===== config.mk =====
export PLATFORM = sky130hd
export DESIGN_NAME = nr4sdp_seq_multiplier
export DESIGN_NICKNAME = d
export VERILOG_FILES = /design/src/rtl/nr4sdp_seq_multiplier_pkg.sv /design/src/rtl/nr4sdp_digit_unit.sv /design/src/rtl/nr4sdp_seq_multiplier.sv
export SDC_FILE = /design/constraint.sdc
export NUM_CORES = 1
export LEC_CHECK = 0
export ABC_AREA = 1
export ABC_CLOCK_PERIOD_IN_PS = 6400
export CAP_MARGIN = 20
export CORE_MARGIN = 4
export CORE_UTILIZATION = 30
export CTS_CLUSTER_DIAMETER = 120
export DETAILED_ROUTE_END_ITERATION = 7
export HOLD_SLACK_MARGIN = 0.03
export PLACE_DENSITY_LB_ADDON = 0.05
export SLEW_MARGIN = 40
export SYNTH_ARGS = -nofsm -noshare
export SYNTH_HDL_FRONTEND = slang
export SYNTH_SLANG_ARGS = --single-unit

===== constraint.sdc =====
create_clock -name clk -period 6.4 [get_ports clk]
set_clock_uncertainty 0.15 [all_clocks]
set_input_delay 1.28 -clock clk [delete_from_list [all_inputs] [get_ports clk]]
set_output_delay 1.28 -clock clk [all_outputs]
set_load 0.02 [all_outputs]

===== src/rtl/nr4sdp_seq_multiplier_pkg.sv =====
// nr4sdp_seq_multiplier_pkg: shared states, digit-control layouts and sizing helpers
package nr4sdp_seq_multiplier_pkg;

    typedef enum logic {
        IDLE = 1'b0,
        RUN  = 1'b1
    } state_t;

    // Low digits take values in {-1, 0, +1, +2}.
    typedef struct packed {
        logic one_p;
        logic one_m;
        logic two_p;
    } low_ctrl_t;

    // The top digit is a plain Booth digit in {-2..+2}.
    typedef struct packed {
        logic sign;
        logic one;
        logic two;
    } top_ctrl_t;

    function automatic int digit_count(input int n);
        return n / 2;
    endfunction

    function automatic int cnt_width(input int d);
        return (d > 1) ? $clog2(d) : 1;
    endfunction

endpackage


===== src/rtl/nr4sdp_digit_unit.sv =====
// nr4sdp_digit_unit: recodes one radix-4 digit of a and forms its unshifted 2N-bit partial product
module nr4sdp_digit_unit
    import nr4sdp_seq_multiplier_pkg::*;
#(
    parameter int N = 8
) (
    input  logic [1:0]     pair,
    input  logic           carry_in,
    input  logic           is_top,
    input  logic [N-1:0]   b,
    output logic [2*N-1:0] pp,
    output logic           carry_out
);

    logic [2:0]     v;
    logic [1:0]     t;
    low_ctrl_t      lc;
    top_ctrl_t      tc;
    logic [2*N-1:0] bx;
    logic [2*N-1:0] mag;
    logic [2*N-1:0] low_pp;
    logic [2*N-1:0] top_pp;

    // Decode digit controls and select the matching multiple of sign-extended b.
    always_comb begin
        v         = {1'b0, pair} + {2'b0, carry_in};
        t         = {1'b0, pair[0]} + {1'b0, carry_in};
        lc.one_p  = v == 3'd1;
        lc.one_m  = v == 3'd3;
        lc.two_p  = v == 3'd2;
        tc.sign   = pair[1] & (t != 2'd2);
        tc.one    = t == 2'd1;
        tc.two    = pair[1] ? (t == 2'd0) : (t == 2'd2);
        carry_out = !is_top && (v[2] || v == 3'd3);
        bx        = {{N{b[N-1]}}, b};
        low_pp    = lc.one_p ? bx : lc.one_m ? -bx : lc.two_p ? bx << 1 : '0;
        mag       = tc.one ? bx : tc.two ? bx << 1 : '0;
        top_pp    = tc.sign ? -mag : mag;
        pp        = is_top ? top_pp : low_pp;
    end

endmodule


===== src/rtl/nr4sdp_seq_multiplier.sv =====
// nr4sdp_seq_multiplier: sequential signed NxN multiplier, one NR4SD+ digit per clock
module nr4sdp_seq_multiplier
    import nr4sdp_seq_multiplier_pkg::*;
#(
    parameter int N = 8
) (
    input  logic           clk,
    input  logic           rst_n,
    input  logic           start,
    input  logic [N-1:0]   a,
    input  logic [N-1:0]   b,
    output logic           busy,
    output logic           done,
    output logic [2*N-1:0] product
);

    localparam int D  = digit_count(N);
    localparam int CW = cnt_width(D);

    state_t         state;
    logic [N-1:0]   a_r;
    logic [N-1:0]   b_r;
    logic [2*N-1:0] acc;
    logic [2*N-1:0] pp;
    logic [2*N-1:0] sum;
    logic [CW-1:0]  cnt;
    logic           carry;
    logic           carry_next;
    logic           last;

    assign last = cnt == CW'(D - 1);
    assign sum  = acc + (pp << {cnt, 1'b0});

    nr4sdp_digit_unit #(.N(N)) u_digit (
        .pair      (a_r[{cnt, 1'b0} +: 2]),
        .carry_in  (carry),
        .is_top    (last),
        .b         (b_r),
        .pp        (pp),
        .carry_out (carry_next)
    );

    // Control FSM: accept in IDLE, accumulate one digit per RUN cycle, publish on the last digit.
    always_ff @(posedge clk or negedge rst_n) begin
        if (!rst_n) begin
            state   <= IDLE;
            a_r     <= '0;
            b_r     <= '0;
            acc     <= '0;
            cnt     <= '0;
            carry   <= 1'b0;
            busy    <= 1'b0;
            done    <= 1'b0;
            product <= '0;
        end else begin
            case (state)
                IDLE: begin
                    done <= 1'b0;
                    if (start) begin
                        a_r   <= a;
                        b_r   <= b;
                        acc   <= '0;
                        cnt   <= '0;
                        carry <= 1'b0;
                        busy  <= 1'b1;
                        state <= RUN;
                    end
                end
                RUN: begin
                    acc   <= sum;
                    carry <= carry_next;
                    cnt   <= cnt + 1'b1;
                    if (last) begin
                        product <= sum;
                        done    <= 1'b1;
                        busy    <= 1'b0;
                        state   <= IDLE;
                    end
                end
                default: state <= IDLE;
            endcase
        end
    end

endmodule

# Word-level counts from Yosys, hierarchy flattened
# Index checks and enable logic that the tools add are counted.
# op_classes
n_addsub,6
multipliers,0
div_mod_pow,0
order_cmp,0
n_eq_ne,9
shifts,2
mux,22
n_bitwise,2
n_reduce_logical,7
# ops
op,n
$mux W16,8
$neg A16 Y16,2
$pmux W16 S2,1
$add A16 B16 Y16,1
$shl A16 B3 Y16,1
$pmux W1 S2,4
$shiftx A8 B4 Y2,1
$mux W1,7
$eq A3 B2 Y1 const B,2
$reduce_and A2 Y1,3
$eq A2 B2 Y1 const B,2
$ne A2 B2 Y1 const B,2
$pmux W2 S2,1
$add A2 B1 Y3,1
$eq A3 B1 Y1 const B,1
$add A1 B1 Y2,1
$add A2 B1 Y2 const B,1
$eq A2 B1 Y1 const B,1
$logic_not A2 Y1,1
$mux W2,1
$ne A2 B1 Y1 const B,1
$and A1 B1 Y1,1
$logic_and A1 B1 Y1,1
$logic_not A1 Y1,1
other kinds (2),2
# totals
register_bits,54
latchBits,0
ramBits,0
romBits,0
out_inout_bits,18
elab_cells,57
memories,0

# Logic depth before layout (Yosys ltp)
# depth
depth_word,12
depth_mapped,33
ltp_nobuf,30

# Modules after synthesis
# Synthesis repeated with hierarchy kept, for this count alone.
# hier_totals
hier_cells,607
area_unflattened_um2,4231.6
# by_module_without_submodules
module,n_inst,cells_per_inst,area_each_um2,seq_area_each_um2
nr4sdp_seq_multiplier,1,425,3310.7,1351.3
nr4sdp_digit_unit,1,182,920.9,0.0

# Worst setup path after synthesis
# OpenSTA, ideal clock, no wires.
# synth_path
path_type,flip-flop to flip-flop
from,register cnt[0]
to,register acc[13]
arrival_time_ns,4.229
slack_ns,1.899
stages_incl_launch_ff,30
path_buffers,3
synth_period_minus_slack_ns,4.501
path_cell_list,dfrtp_1 > buf_6 > inv_4 > clkbuf_1 > nand2_1 > a32oi_1 > inv_1 > ha_1 > buf_2 > o21ai_0 > nand2_1 > ha_1 > nand3_1 > nor2_4 > nor2_1 > nor2_1 > nor2_1 > nand2_1 > nand3_1 > nand2_1 > nand2_1 > o21ai_1 > ha_1 > nand2_1 > o21a_1 > o21ai_0 > nor2_1 > o21a_1 > or2_1 > a32o_1
# synth_via
elab_chain_len,12
elab_cells_between_ends,24
# synth_rtl
element,line,rtl
from (decl),nr4sdp_seq_multiplier.sv:26,logic [CW-1:0] cnt;
from (signal assigned),nr4sdp_seq_multiplier.sv:72,cnt <= cnt + 1'b1;
$shiftx A8 B4 Y2,nr4sdp_seq_multiplier.sv:35,".pair (a_r[{cnt, 1'b0} +: 2]),"
$add A1 B1 Y2,nr4sdp_digit_unit.sv:27,"t = {1'b0, pair[0]} + {1'b0, carry_in};"
$eq A2 B2 Y1 / $logic_not A2 Y1 (equally long branches),nr4sdp_digit_unit.sv:33,tc.two = pair[1] ? (t == 2'd0) : (t == 2'd2);
$mux W1,nr4sdp_digit_unit.sv:33,
$mux W16 (2 in a row),nr4sdp_digit_unit.sv:37,mag = tc.one ? bx : tc.two ? bx << 1 : '0;
$neg A16 Y16,nr4sdp_digit_unit.sv:38,top_pp = tc.sign ? -mag : mag;
$mux W16,nr4sdp_digit_unit.sv:38,
$mux W16,nr4sdp_digit_unit.sv:39,pp = is_top ? top_pp : low_pp;
$shl A16 B3 Y16 *,nr4sdp_seq_multiplier.sv:32,"assign sum = acc + (pp << {cnt, 1'b0});"
$add A16 B16 Y16 *,nr4sdp_seq_multiplier.sv:32,
$pmux W16 S2 *,nr4sdp_seq_multiplier.sv:56,case (state)
to (signal assigned),nr4sdp_seq_multiplier.sv:70,acc <= sum;
to (decl),nr4sdp_seq_multiplier.sv:23,logic [2*N-1:0] acc;
# Every way passes the cells marked *; elsewhere a longest branch is shown, timed or not.
# A chain may end at the register's enable or synchronous reset.

# Worst setup path after layout
# layout_path
from,register cnt[1]
to,register product[14]
# layout_via
elab_chain_len,11
elab_cells_between_ends,24
# layout_rtl
element,line,rtl
$shiftx A8 B4 Y2,nr4sdp_seq_multiplier.sv:35,
$add A1 B1 Y2,nr4sdp_digit_unit.sv:27,
$eq A2 B2 Y1 / $logic_not A2 Y1 (equally long branches),nr4sdp_digit_unit.sv:33,
$mux W1,nr4sdp_digit_unit.sv:33,
$mux W16 (2 in a row),nr4sdp_digit_unit.sv:37,
$neg A16 Y16,nr4sdp_digit_unit.sv:38,
$mux W16,nr4sdp_digit_unit.sv:38,
$mux W16,nr4sdp_digit_unit.sv:39,
$shl A16 B3 Y16,nr4sdp_seq_multiplier.sv:32,
$add A16 B16 Y16,nr4sdp_seq_multiplier.sv:32,
to (signal assigned),nr4sdp_seq_multiplier.sv:74,product <= sum;
to (decl),nr4sdp_seq_multiplier.sv:14,output logic [2*N-1:0] product
# Several ways; a longest one is shown, not always the timed one.

==> impl_metrics.toml <==
[run]
max_cap_viol_count = 0

[critical_path]
critPathLaunchType = "flip-flop"
crit_path_top_delay_cell = "dfrtp_1"
cp-end-kind = "flip-flop"
required_ns = 6.43
cp_slowest_stage_delay_ns = 0.63
critPathKind = "flip-flop to flip-flop"
cp_top_family = "compound AO/OA/AOI/OAI gates"
crit_chain = "inv_2 > a32oi_1 > inv_1 > ha_1 > inv_2 > nand3_4 > nand2_1 > ha_1 > a21oi_1 > o21ai_0 > o21ai_1 > mux2i_1 > and2_1 > ha_1 > nand2_1 > o21ai_1 > nand4_1 > o2111ai_1 > nand2_1 > a21oi_1 > nor2_1 > xor2_1 > o21ai_1"
worstPathArrival_ns = 5.38
crit_buf_inv = 3
crit_path_max_fanout = 19

[sta]
worst_slew_pin_slew_ns = 0.573
maxSlewHeadroom_pct = 61.8
fin_crit_sh_pct = 83.5
max_freq_mhz = 187
drv_slew = 0
setup_viol = 0
tns_ns = 0
grt_setup_unrepaired = "false"
hold_violations = 0
post-route-min-period_ns = 5.34

[placement]
port_buffers = 36
place_congestion = 0.878
dp_hpwl_mm = 8.11
numPlacedInstances = 730

[routing]
ant_nets = 0
drtIter0Drc = 256
drtPass1Iterations = 4
post_drt_wl_per_cell_um = 14.4
drt_wl_total_mm = 10.6
num_vias = 3632
drc_errors = 0
viasPerCell = 4.92

[grt]
use_met2_pct = 22.7
antenna_found_initial = 0
overflow = 0
use_met1_pct = 22.2
grt_pass1_wl_mm = 17.9
use_met3_pct = 2.76
top_usage_layer = "met2"
grt_max_degree = 55
grt_pass1_vias = 3540
grt_usage_pct = 15.1

[die]
dieWidth_um = 122
io_pins = 37
dieArea_um2 = 15000
num_rows = 41
die_y_um = 122
initial_utilization_pct = 30.8
core_um2 = 12700

[synth]
synth.avg_cell_area_um2 = 7.28
yosysWarnings = 0
ys.flop_type = "dfrtp_1"
synth_seq_cells = 54
syn-num-nets = 582
synth.distinct_cells = 42
synth_edf_count = 0
synthArstFlopShare_pct = 100
synth_area_um2 = 3920
yosysSeqAreaShare_pct = 34.5
syn_inst = 538

[finish]
area_growth_pct = 16.9
instances_no_fill = 738
multi_input_area_um2 = 2290
diodes = 0
fin_nets = 609
drive_above_1_share_pct = 7.60
regArea_um2 = 1350
nFillCells = 1389

[clocking]
cts_buffers = 5
clock-root-buffer = "clkbuf_16"
cts_max_level = 2
clk_latency_ns = 0.31
ctsHoldBuffers = 0
cts_resized = 0
clk_pin_slew_worst_paths_ns = 0.08
cts_max_path_buffers = 2
cts_setup_buffers = 0
cts_tree = "yes"
clkSinkCount = 54

[status]
status = "complete, no violations"

[worst_hold_path]
hold_path.class = "flip-flop to flip-flop"
[sequential cells by signal, summed over array words and instances (netlist names)]
name and count:
cnt 2, product 16, a_r 8, busy 1, carry 1, acc 16, done 1, state 1
b_r 8
[layer usage]
| metal | up-vias | part of all wire, % |
|---|---|---|
| met5 | - | 0 |
| met4 | 0 | 1.1 |
| met3 | 6 | 3.7 |
| met2 | 58 | 44 |
| met1 | 1713 | 51 |
| li1 | 1855 | - |
[worst reg2reg max path, cell delays in order (launching register included)]
cell and delay (ns):
dfrtp_1 0.63, inv_2 0.24, a32oi_1 0.35, inv_1 0.08, ha_1 0.62, inv_2 0.13, nand3_4 0.19, nand2_1 0.09
ha_1 0.27, a21oi_1 0.14, o21ai_0 0.10, o21ai_1 0.17, mux2i_1 0.15, and2_1 0.19, ha_1 0.37, nand2_1 0.07
o21ai_1 0.36, nand4_1 0.15, o2111ai_1 0.16, nand2_1 0.13, a21oi_1 0.16, nor2_1 0.06, xor2_1 0.18, o21ai_1 0.08
[synthesized netlist by cell type, types with 2 or more instances]
cell type  instances  share of area (%)
nand2_1          143                 14
dfrtp_1           54                 34
inv_1             48                4.6
o21ai_0           47                6.0
nand3_1           46                5.9
a21oi_1           35                4.5
nor2_1            33                3.2
ha_1              24                7.7
clkbuf_1          13                1.2
o21ai_1           12                1.5
xor2_1            12                2.7
mux2_2             8                2.3
nand2_2            7                1.1
buf_2              5               0.64
inv_2              4               0.38
nand4_1            4               0.64
a32oi_1            3               0.67
nand3_2            3               0.77
nand3b_1           3               0.57
nor3_1             3               0.38
o221ai_1           3               0.67
o22ai_1            3               0.48
a32o_1             2               0.51
nor2_4             2               0.57
o211ai_1           2               0.38
o21a_1             2               0.38
xnor2_1            2               0.45
[cells by family (layout without fill, tap and decap cells)]
| group | count (synthesis) | in the layout | synth area share (%) |
|---|---|---|---|
| xor gates and xnor gates | 14 | 14 | 3.13 |
| DFF | 54 | 54 | 34.5 |
| muxes | 9 | 9 | 2.55 |
| and+or+nand+nor | 249 | 249 | 28.0 |
| adders and majority gates | 25 | 25 | 8.17 |
| buffers and inverters | 72 | 100 | 7.31 |
| AOI/OAI and AO/OA | 115 | 115 | 16.3 |
[cells in the final DEF, fill, tap and decap left out, drive strengths merged, types with 3 or more instances in the layout]
cell	instances
a21oi	35
a32oi	3
nand4	4
mux2	8
nand2	151
nand3b	3
nor2	35
dfrtp	54
nand3	50
clkdlybuf4s50	35
nor3	3
o22ai	3
buf	4
clkbuf	5
ha	24
xor2	12
inv	54
o21ai	60
o221ai	3
[worst paths after layout]
kind / depth (start not counted) / slack [ns] / endpoint / from
max reg2reg: 23 / 1.06 / product[14] / cnt[1]
min: 2 / 0.34 / product[5] / product[5]
max: 23 / 1.06 / product[14] / cnt[1]
min in group asynchronous: 2 / 0.86 / b_r[2] / rst_n
max in group asynchronous: 2 / 4.82 / a_r[3] / rst_n
min reg2reg: 2 / 0.34 / product[5] / product[5]
[metrics by stage]
step           hold slack (ns)  area (um2)  setup slack, ns  util, %
2_1_floorplan            0.309        3920             1.90        -
3_3_place_gp             0.316        4430             1.04     34.8
3_5_place_dp             0.314        4430             1.11     34.8
4_1_cts                  0.341        4580             1.08     36.0
5_1_grt                  0.366        4580            0.529     36.0
6_report                 0.335        4580             1.06     36.0
[final cells by class]
class	count	area share [%]
Multi-Input combinational cell	412	49.9
Sequential cell	54	29.5
Timing Repair Buffer	39	8.33
Tap cell	172	4.70
Inverter	53	4.40
Clock buffer	5	2.73
Clock inverter	3	0.410
Power is not shown: default switching activity piles up to over one toggle a cycle in this logic, so the estimate is an artifact.
